File: src/rtl/pex8311_lbus_pkg.sv
// Shared constants for the PEX8311 C-mode local-bus target: FSM state
// encoding, the read data returned when an access times out, and the
// default timeout length.
package pex8311_lbus_pkg;

  localparam logic [1:0] ST_IDLE = 2'd0;
  localparam logic [1:0] ST_REQ  = 2'd1;
  localparam logic [1:0] ST_RDY  = 2'd2;
  localparam logic [1:0] ST_TURN = 2'd3;

  localparam logic [31:0] LBUS_TMO_DATA        = 32'hDEAD_BEEF;
  localparam int          LBUS_TIMEOUT_CYC_DEF = 255;

endpackage

File: src/rtl/pex8311_lbus_tmo.sv
// Access timeout counter. Cleared on every entry into the request state,
// counts while the request is outstanding, and flags expiry during the
// TIMEOUT_CYC-th request cycle so the sequencer can abandon the access on
// that same edge.
module pex8311_lbus_tmo
  import pex8311_lbus_pkg::*;
#(
  parameter int TIMEOUT_CYC = LBUS_TIMEOUT_CYC_DEF
) (
  input  logic clk,
  input  logic rst_n,
  input  logic load,
  input  logic run,
  output logic expire
);

  localparam int CW = $clog2(TIMEOUT_CYC + 1);

  logic [CW-1:0] cnt;

  assign expire = run && (cnt == CW'(TIMEOUT_CYC - 1));

  // Count request cycles; restart on request entry, hold once expired.
  always_ff @(posedge clk or negedge rst_n) begin
    if (!rst_n) begin
      cnt <= '0;
    end else if (load) begin
      cnt <= '0;
    end else if (run && !expire) begin
      cnt <= cnt + CW'(1);
    end else begin
      cnt <= cnt;
    end
  end

endmodule

File: src/rtl/pex8311_lbus_target.sv
// PEX8311 C-mode local-bus target sequencer.
// Turns PEX8311 master cycles (ADS_N / BLAST_N / LWR) into a single
// outstanding REG_REQ/REG_ACK handshake and paces every data beat with one
// READY_N low cycle.
// Write data is sampled on the same edge that raises REG_REQ (the ADS edge
// for the first beat, the READY edge for later beats), so REG_WDATA is
// already stable when an ACK arrives in the first request cycle.
// Optional feature: define PEX8311_LBUS_TIMEOUT_EN to abandon an access whose
// REG_ACK has not arrived within TIMEOUT_CYC request cycles.
module pex8311_lbus_target
  import pex8311_lbus_pkg::*;
#(
  parameter int ADDR_W      = 8,
  parameter int TIMEOUT_CYC = LBUS_TIMEOUT_CYC_DEF
) (
  input  logic              CLK,
  input  logic              nRST,
  input  logic              LRESET_N,
  input  logic [31:0]       LA,
  input  logic [31:0]       LD_I,
  output logic [31:0]       LD_O,
  output logic              LD_OE,
  input  logic [3:0]        LBE_N,
  input  logic              ADS_N,
  input  logic              BLAST_N,
  input  logic              LWR,
  output logic              READY_N,
  output logic              REG_REQ,
  output logic              REG_WE,
  output logic [ADDR_W-1:0] REG_ADDR,
  output logic [31:0]       REG_WDATA,
  output logic [3:0]        REG_BE,
  input  logic              REG_ACK,
  input  logic [31:0]       REG_RDATA,
  output logic              ERR_ADS,
  output logic              TMO_ERR
);

  logic [1:0] state;
  logic       tmo_expire;

  // Only the word-address bits of LA are decoded.
  logic unused_la;
  assign unused_la = ^{LA[31:ADDR_W+2], LA[1:0]};

`ifdef PEX8311_LBUS_TIMEOUT_EN
  logic tmo_load;
  logic tmo_run;

  // The counter restarts whenever a new request is about to be raised.
  assign tmo_load = ((state == ST_IDLE) && !ADS_N) || ((state == ST_RDY) && BLAST_N);
  assign tmo_run  = (state == ST_REQ);

  pex8311_lbus_tmo #(
    .TIMEOUT_CYC (TIMEOUT_CYC)
  ) u_tmo (
    .clk    (CLK),
    .rst_n  (nRST),
    .load   (tmo_load),
    .run    (tmo_run),
    .expire (tmo_expire)
  );
`else
  logic [31:0] unused_tmo_cyc;
  assign unused_tmo_cyc = 32'(TIMEOUT_CYC);
  assign tmo_expire     = 1'b0;
`endif

  // Bus sequencer: IDLE -> REQ -> RDY -> (REQ for next beat | TURN) -> IDLE.
  always_ff @(posedge CLK or negedge nRST) begin
    if (!nRST) begin
      state     <= ST_IDLE;
      LD_O      <= 32'h0000_0000;
      LD_OE     <= 1'b0;
      READY_N   <= 1'b1;
      REG_REQ   <= 1'b0;
      REG_WE    <= 1'b0;
      REG_ADDR  <= '0;
      REG_WDATA <= 32'h0000_0000;
      REG_BE    <= 4'h0;
      ERR_ADS   <= 1'b0;
      TMO_ERR   <= 1'b0;
    end else if (!LRESET_N) begin
      // Local reset abandons whatever is in flight; a late ACK is then
      // ignored because IDLE never looks at REG_ACK.
      state   <= ST_IDLE;
      LD_OE   <= 1'b0;
      READY_N <= 1'b1;
      REG_REQ <= 1'b0;
      ERR_ADS <= 1'b0;
      TMO_ERR <= 1'b0;
    end else begin
      ERR_ADS <= !ADS_N && (state != ST_IDLE);
      TMO_ERR <= 1'b0;
      case (state)
        ST_IDLE: begin
          if (!ADS_N) begin
            state    <= ST_REQ;
            REG_REQ  <= 1'b1;
            REG_WE   <= LWR;
            REG_ADDR <= LA[ADDR_W+1:2];
            REG_BE   <= ~LBE_N;
            if (LWR) begin
              REG_WDATA <= LD_I;
            end else begin
              REG_WDATA <= REG_WDATA;
            end
          end else begin
            state <= ST_IDLE;
          end
        end
        ST_REQ: begin
          if (REG_ACK) begin
            state   <= ST_RDY;
            REG_REQ <= 1'b0;
            READY_N <= 1'b0;
            LD_OE   <= !REG_WE;
            if (!REG_WE) begin
              LD_O <= REG_RDATA;
            end else begin
              LD_O <= LD_O;
            end
          end else if (tmo_expire) begin
            state   <= ST_RDY;
            REG_REQ <= 1'b0;
            READY_N <= 1'b0;
            LD_OE   <= !REG_WE;
            TMO_ERR <= 1'b1;
            if (!REG_WE) begin
              LD_O <= LBUS_TMO_DATA;
            end else begin
              LD_O <= LD_O;
            end
          end else begin
            state <= ST_REQ;
          end
        end
        ST_RDY: begin
          READY_N <= 1'b1;
          LD_OE   <= 1'b0;
          if (!BLAST_N) begin
            state <= ST_TURN;
          end else begin
            // Burst continues at the next word; the address wraps naturally.
            state    <= ST_REQ;
            REG_REQ  <= 1'b1;
            REG_ADDR <= REG_ADDR + ADDR_W'(1);
            REG_BE   <= ~LBE_N;
            if (REG_WE) begin
              REG_WDATA <= LD_I;
            end else begin
              REG_WDATA <= REG_WDATA;
            end
          end
        end
        ST_TURN: begin
          state <= ST_IDLE;
        end
        default: begin
          state   <= ST_IDLE;
          REG_REQ <= 1'b0;
          READY_N <= 1'b1;
          LD_OE   <= 1'b0;
        end
      endcase
    end
  end

endmodule

File: config.mk
export PLATFORM = sky130hd
export DESIGN_NAME = pex8311_lbus_target
export DESIGN_NICKNAME = d
export VERILOG_FILES = /design/src/rtl/pex8311_lbus_pkg.sv /design/src/rtl/pex8311_lbus_tmo.sv /design/src/rtl/pex8311_lbus_target.sv
export SDC_FILE = /design/constraint.sdc
export NUM_CORES = 1
export LEC_CHECK = 0
export ABC_AREA = 1
export CORE_UTILIZATION = 43
export CTS_CLUSTER_SIZE = 24
export DETAILED_ROUTE_END_ITERATION = 7
export HOLD_SLACK_MARGIN = 0.12
export PLACE_DENSITY = 0.85
export SYNTH_ARGS = -nofsm -noshare
export SYNTH_HDL_FRONTEND = slang
export SYNTH_SLANG_ARGS = --single-unit
File: constraint.sdc
create_clock -name CLK -period 3.7 [get_ports CLK]
set_input_delay 0.555 -clock CLK [delete_from_list [all_inputs] [get_ports CLK]]
set_output_delay 0.555 -clock CLK [all_outputs]
set_load 0.02 [all_outputs]
==> impl_results.md <==
- Outcome: complete, no violations
- First-pass DRT Iterations: 4
- Min-Delay Path Class: in2async
- Leakage: between 2 and 3 nW
- TritonCTS clock tree: yes
- Buffers from clock root to sink, at most: 2
- Synth async-reset ratio: 100%
- Final hold violation count: 0
- Largest stage delay, worst path: 820 ps
- Post-cts resize count: 0
- Fin Hold WS: roughly 350 ps
- Synthesized area: ~3700 um^2
- Final number of setup-violating endpoints: 0
- Setup TNS Final: 0 ps
- Routed length per placed instance: around 13 um
- Die Wd: ~94 um
- Syn Area/Cell: 8.52 um^2
- Reg2reg end: LD_O[6]
- Fillers: ~660
- All-Layer GR Usage: 19.9%
- Number of core rows: 33
- DIE AREA: approximately 9000 um^2
- CP Data Arrival Time: between 2000 and 3000 ps
- F_max: around 0.4 GHz
- EDFF count, synth: 0
- DP HPWL: 6.39 mm
- Gate Count Post-Synth: between 400 and 500
- Yosys Warn Count: 0
- Sequential area share after synthesis: roughly 57%
- Setup Skew: 10.1 ps
- Critical path startpoint category: input pin
- Initial antenna violation count: 0
- Post-CTS Setup Bufs: 0
- Worst skew pair latency: 340 ps
- Vias: 3239
- Initial Util: between 40% and 50%
- Final Max Slew Viols: 0
- Total CTS buffers: 9
- Relative slew slack: 31.5%
- Core Util, Final: roughly two thirds
- P&R area growth vs syn: 51.1%
- R2R Path Start: state[1]
- Die height: ~94 um
- Drc violations: 0
- Crit path time final: 2500 ps
- Worst Reg-to-Reg Cells: 5
- Net Count, Synth: roughly 540
- Max Cap Viol: 0
- CTS Hold Buffers Added: 0
- Worst EP required: 3950 ps
- CTS H-tree depth: 3
- R2R Setup Slk: between 1000 and 1500 ps
- Final wirelength: roughly 8.7 mm
- CP Capture Type: register
- RSZ-0062 raised after global routing: false
- Synth Register Bits: slightly above 80
- Dominant synthesized flop cell: dfrtp_1
- Largest net degree at the start of global routing: 84
- Core area: 8220 um^2
- Multi-input logic area: 1250 um^2
- Nets: between 700 and 800
- Critical path type: in2reg
- CP max stage cell: nand4_2
- Share of cells above drive strength 1: under 10%
- IO Count: between 150 and 200
- N_diodes: 0
- VDD IR max: 0.406 mV
- PD cells: ~690 nW/um^2
- Clock sink count: between 80 and 90
- Count of different cell masters after synthesis: 27
- ANT nets after route: 0
- Fin crit share: 67.7%
- Crit-path cells: clkdlybuf4s50_1, nand4_2, buf_4, o21ai_0
- Clk pin slew, worst setup/hold paths: 80 ps
- Via-to-Cell Ratio: 4.64
- Worst Path Max Fanout: 50
- First-pass GRT wire length: 13.6 mm
- Sequential cell area: just over 2000 um^2
- Slew @ Worst Pin: around 1000 ps
- Total global routing overflow: 0
- DRT iter0 DRCs: 75
- Gpl congestion: between 0.8 and 0.9
- Port bufs: 163
- Vias in the first global route: slightly above 3k
- Root Buffer: clkbuf_8
==> cell families after synthesis <==
logic type,Yosys count,synth area share (%)
and+or+nand+nor,215,24.0
AOI/OAI and AO/OA,54,7.92
DFF,83,56.7
adders and majority gates,6,2.05
buffers and inverters,71,9.15
other,1,0.102
==> power by group <==
group          leakage, nW  internal [mW]  total, mW  switching, mW
combinational         1.57          0.793       1.65          0.856
clock                0.112          0.444      0.752          0.308
sequential            1.04           1.24       1.45          0.205
==> layout make-up <==
class	instances	share of cell area, %
inverter	54	3.66
sequential	83	37.5
clock inverter	5	1.85
clock buffer	10	2.31
tap	105	2.37
timing repair buffer	165	29.7
multi-input combinational	276	22.6
==> placed cells by master, fill, tap and decap left out <==
| cell | synthesis | layout |
|---|---|---|
| or2_2 | 2 | 2 |
| clkbuf_1 | 7 | 1 |
| a22oi_1 | 1 | 1 |
| o21bai_1 | 1 | 1 |
| a21oi_1 | 3 | 3 |
| ha_1 | 6 | 6 |
| nand2_2 | 9 | 9 |
| dfstp_2 | 1 | 1 |
| clkbuf_8 | 0 | 9 |
| clkinvlp_4 | 0 | 1 |
| nand3_1 | 15 | 15 |
| nand4_1 | 1 | 1 |
| nor2_8 | 1 | 1 |
| o22ai_1 | 1 | 1 |
| nand4_2 | 1 | 1 |
| a21boi_0 | 1 | 1 |
| inv_1 | 52 | 52 |
| a21oi_2 | 1 | 1 |
| clkdlybuf4s50_1 | 0 | 162 |
| o21ai_0 | 45 | 45 |
| conb_1 | 1 | 1 |
| bufinv_16 | 0 | 3 |
| dfrtp_1 | 82 | 82 |
| nor2_1 | 17 | 17 |
| inv_2 | 2 | 2 |
| buf_4 | 1 | 3 |
| clkinv_2 | 0 | 1 |
| nand2_1 | 169 | 169 |
| o22ai_2 | 1 | 1 |
==> how the worst max path moves through the flow <==
stage               cells past startpoint      from  slack, ps            to
global placement                        5  LRESET_N        870      LD_O[10]
finish                                  4  LRESET_N       1200       LD_O[6]
detailed placement                      4  LRESET_N        840       LD_O[6]
floorplan                              10  state[0]       2170  REG_WDATA[0]
CTS                                     4  LRESET_N       1220       LD_O[6]
global route                            4  LRESET_N        960      LD_O[11]
==> sequential cells by signal (all words and copies together), names as in the netlist <==
signal and cells:
REG_WE 1, REG_WDATA 32, ERR_ADS 1, REG_REQ 1, state 2, LD_O 32, READY_N 1, REG_ADDR 8
LD_OE 1, REG_BE 4
==> worst max-delay path: cells and delay by family <==
kind | cells | cell delay [ps]
AO/OA/AOI/OAI | 1 | 210
buffers and inverters | 2 | 1160
AND/OR/NAND/NOR | 1 | 820
==> per-stage QoR <==
step	instances	total power [mW]	area, um^2	setup slack [ps]
after floorplan	430	2.23	3660	2170
after global routing	698	4.08	5540	956
final	698	3.85	5540	1200
after CTS	698	3.89	5540	1220
after detailed placement	683	3.12	5310	843
after global placement	683	3.06	5310	874
==> synthesized netlist by cell type (all sizes together), types with 2 or more instances <==
cell type,instances,area [um^2]
o22ai,2,18.8
inv,54,203
dfrtp,82,2050
nand3,15,75.1
nor2,18,83.8
o21ai,45,225
or2,2,12.5
buf,10,106
a21oi,4,23.8
nand2,178,691
ha,6,75.1
nand4,2,18.8
clkbuf,7,26.3
==> routing by layer <==
| metal | vias to the layer above | routed length (um) | share of wire (%) | track usage, % |
|---|---|---|---|---|
| met5 | - | 0 | 0 | 0 |
| met4 | 0 | 112 | 1.3 | 8.46 |
| met3 | 9 | 888 | 10 | 7.36 |
| met2 | 123 | 4260 | 49 | 34.1 |
| met1 | 1480 | 3470 | 40 | 22.2 |
| li1 | 1627 | - | - | - |
Power figures use the tool's default switching activity.
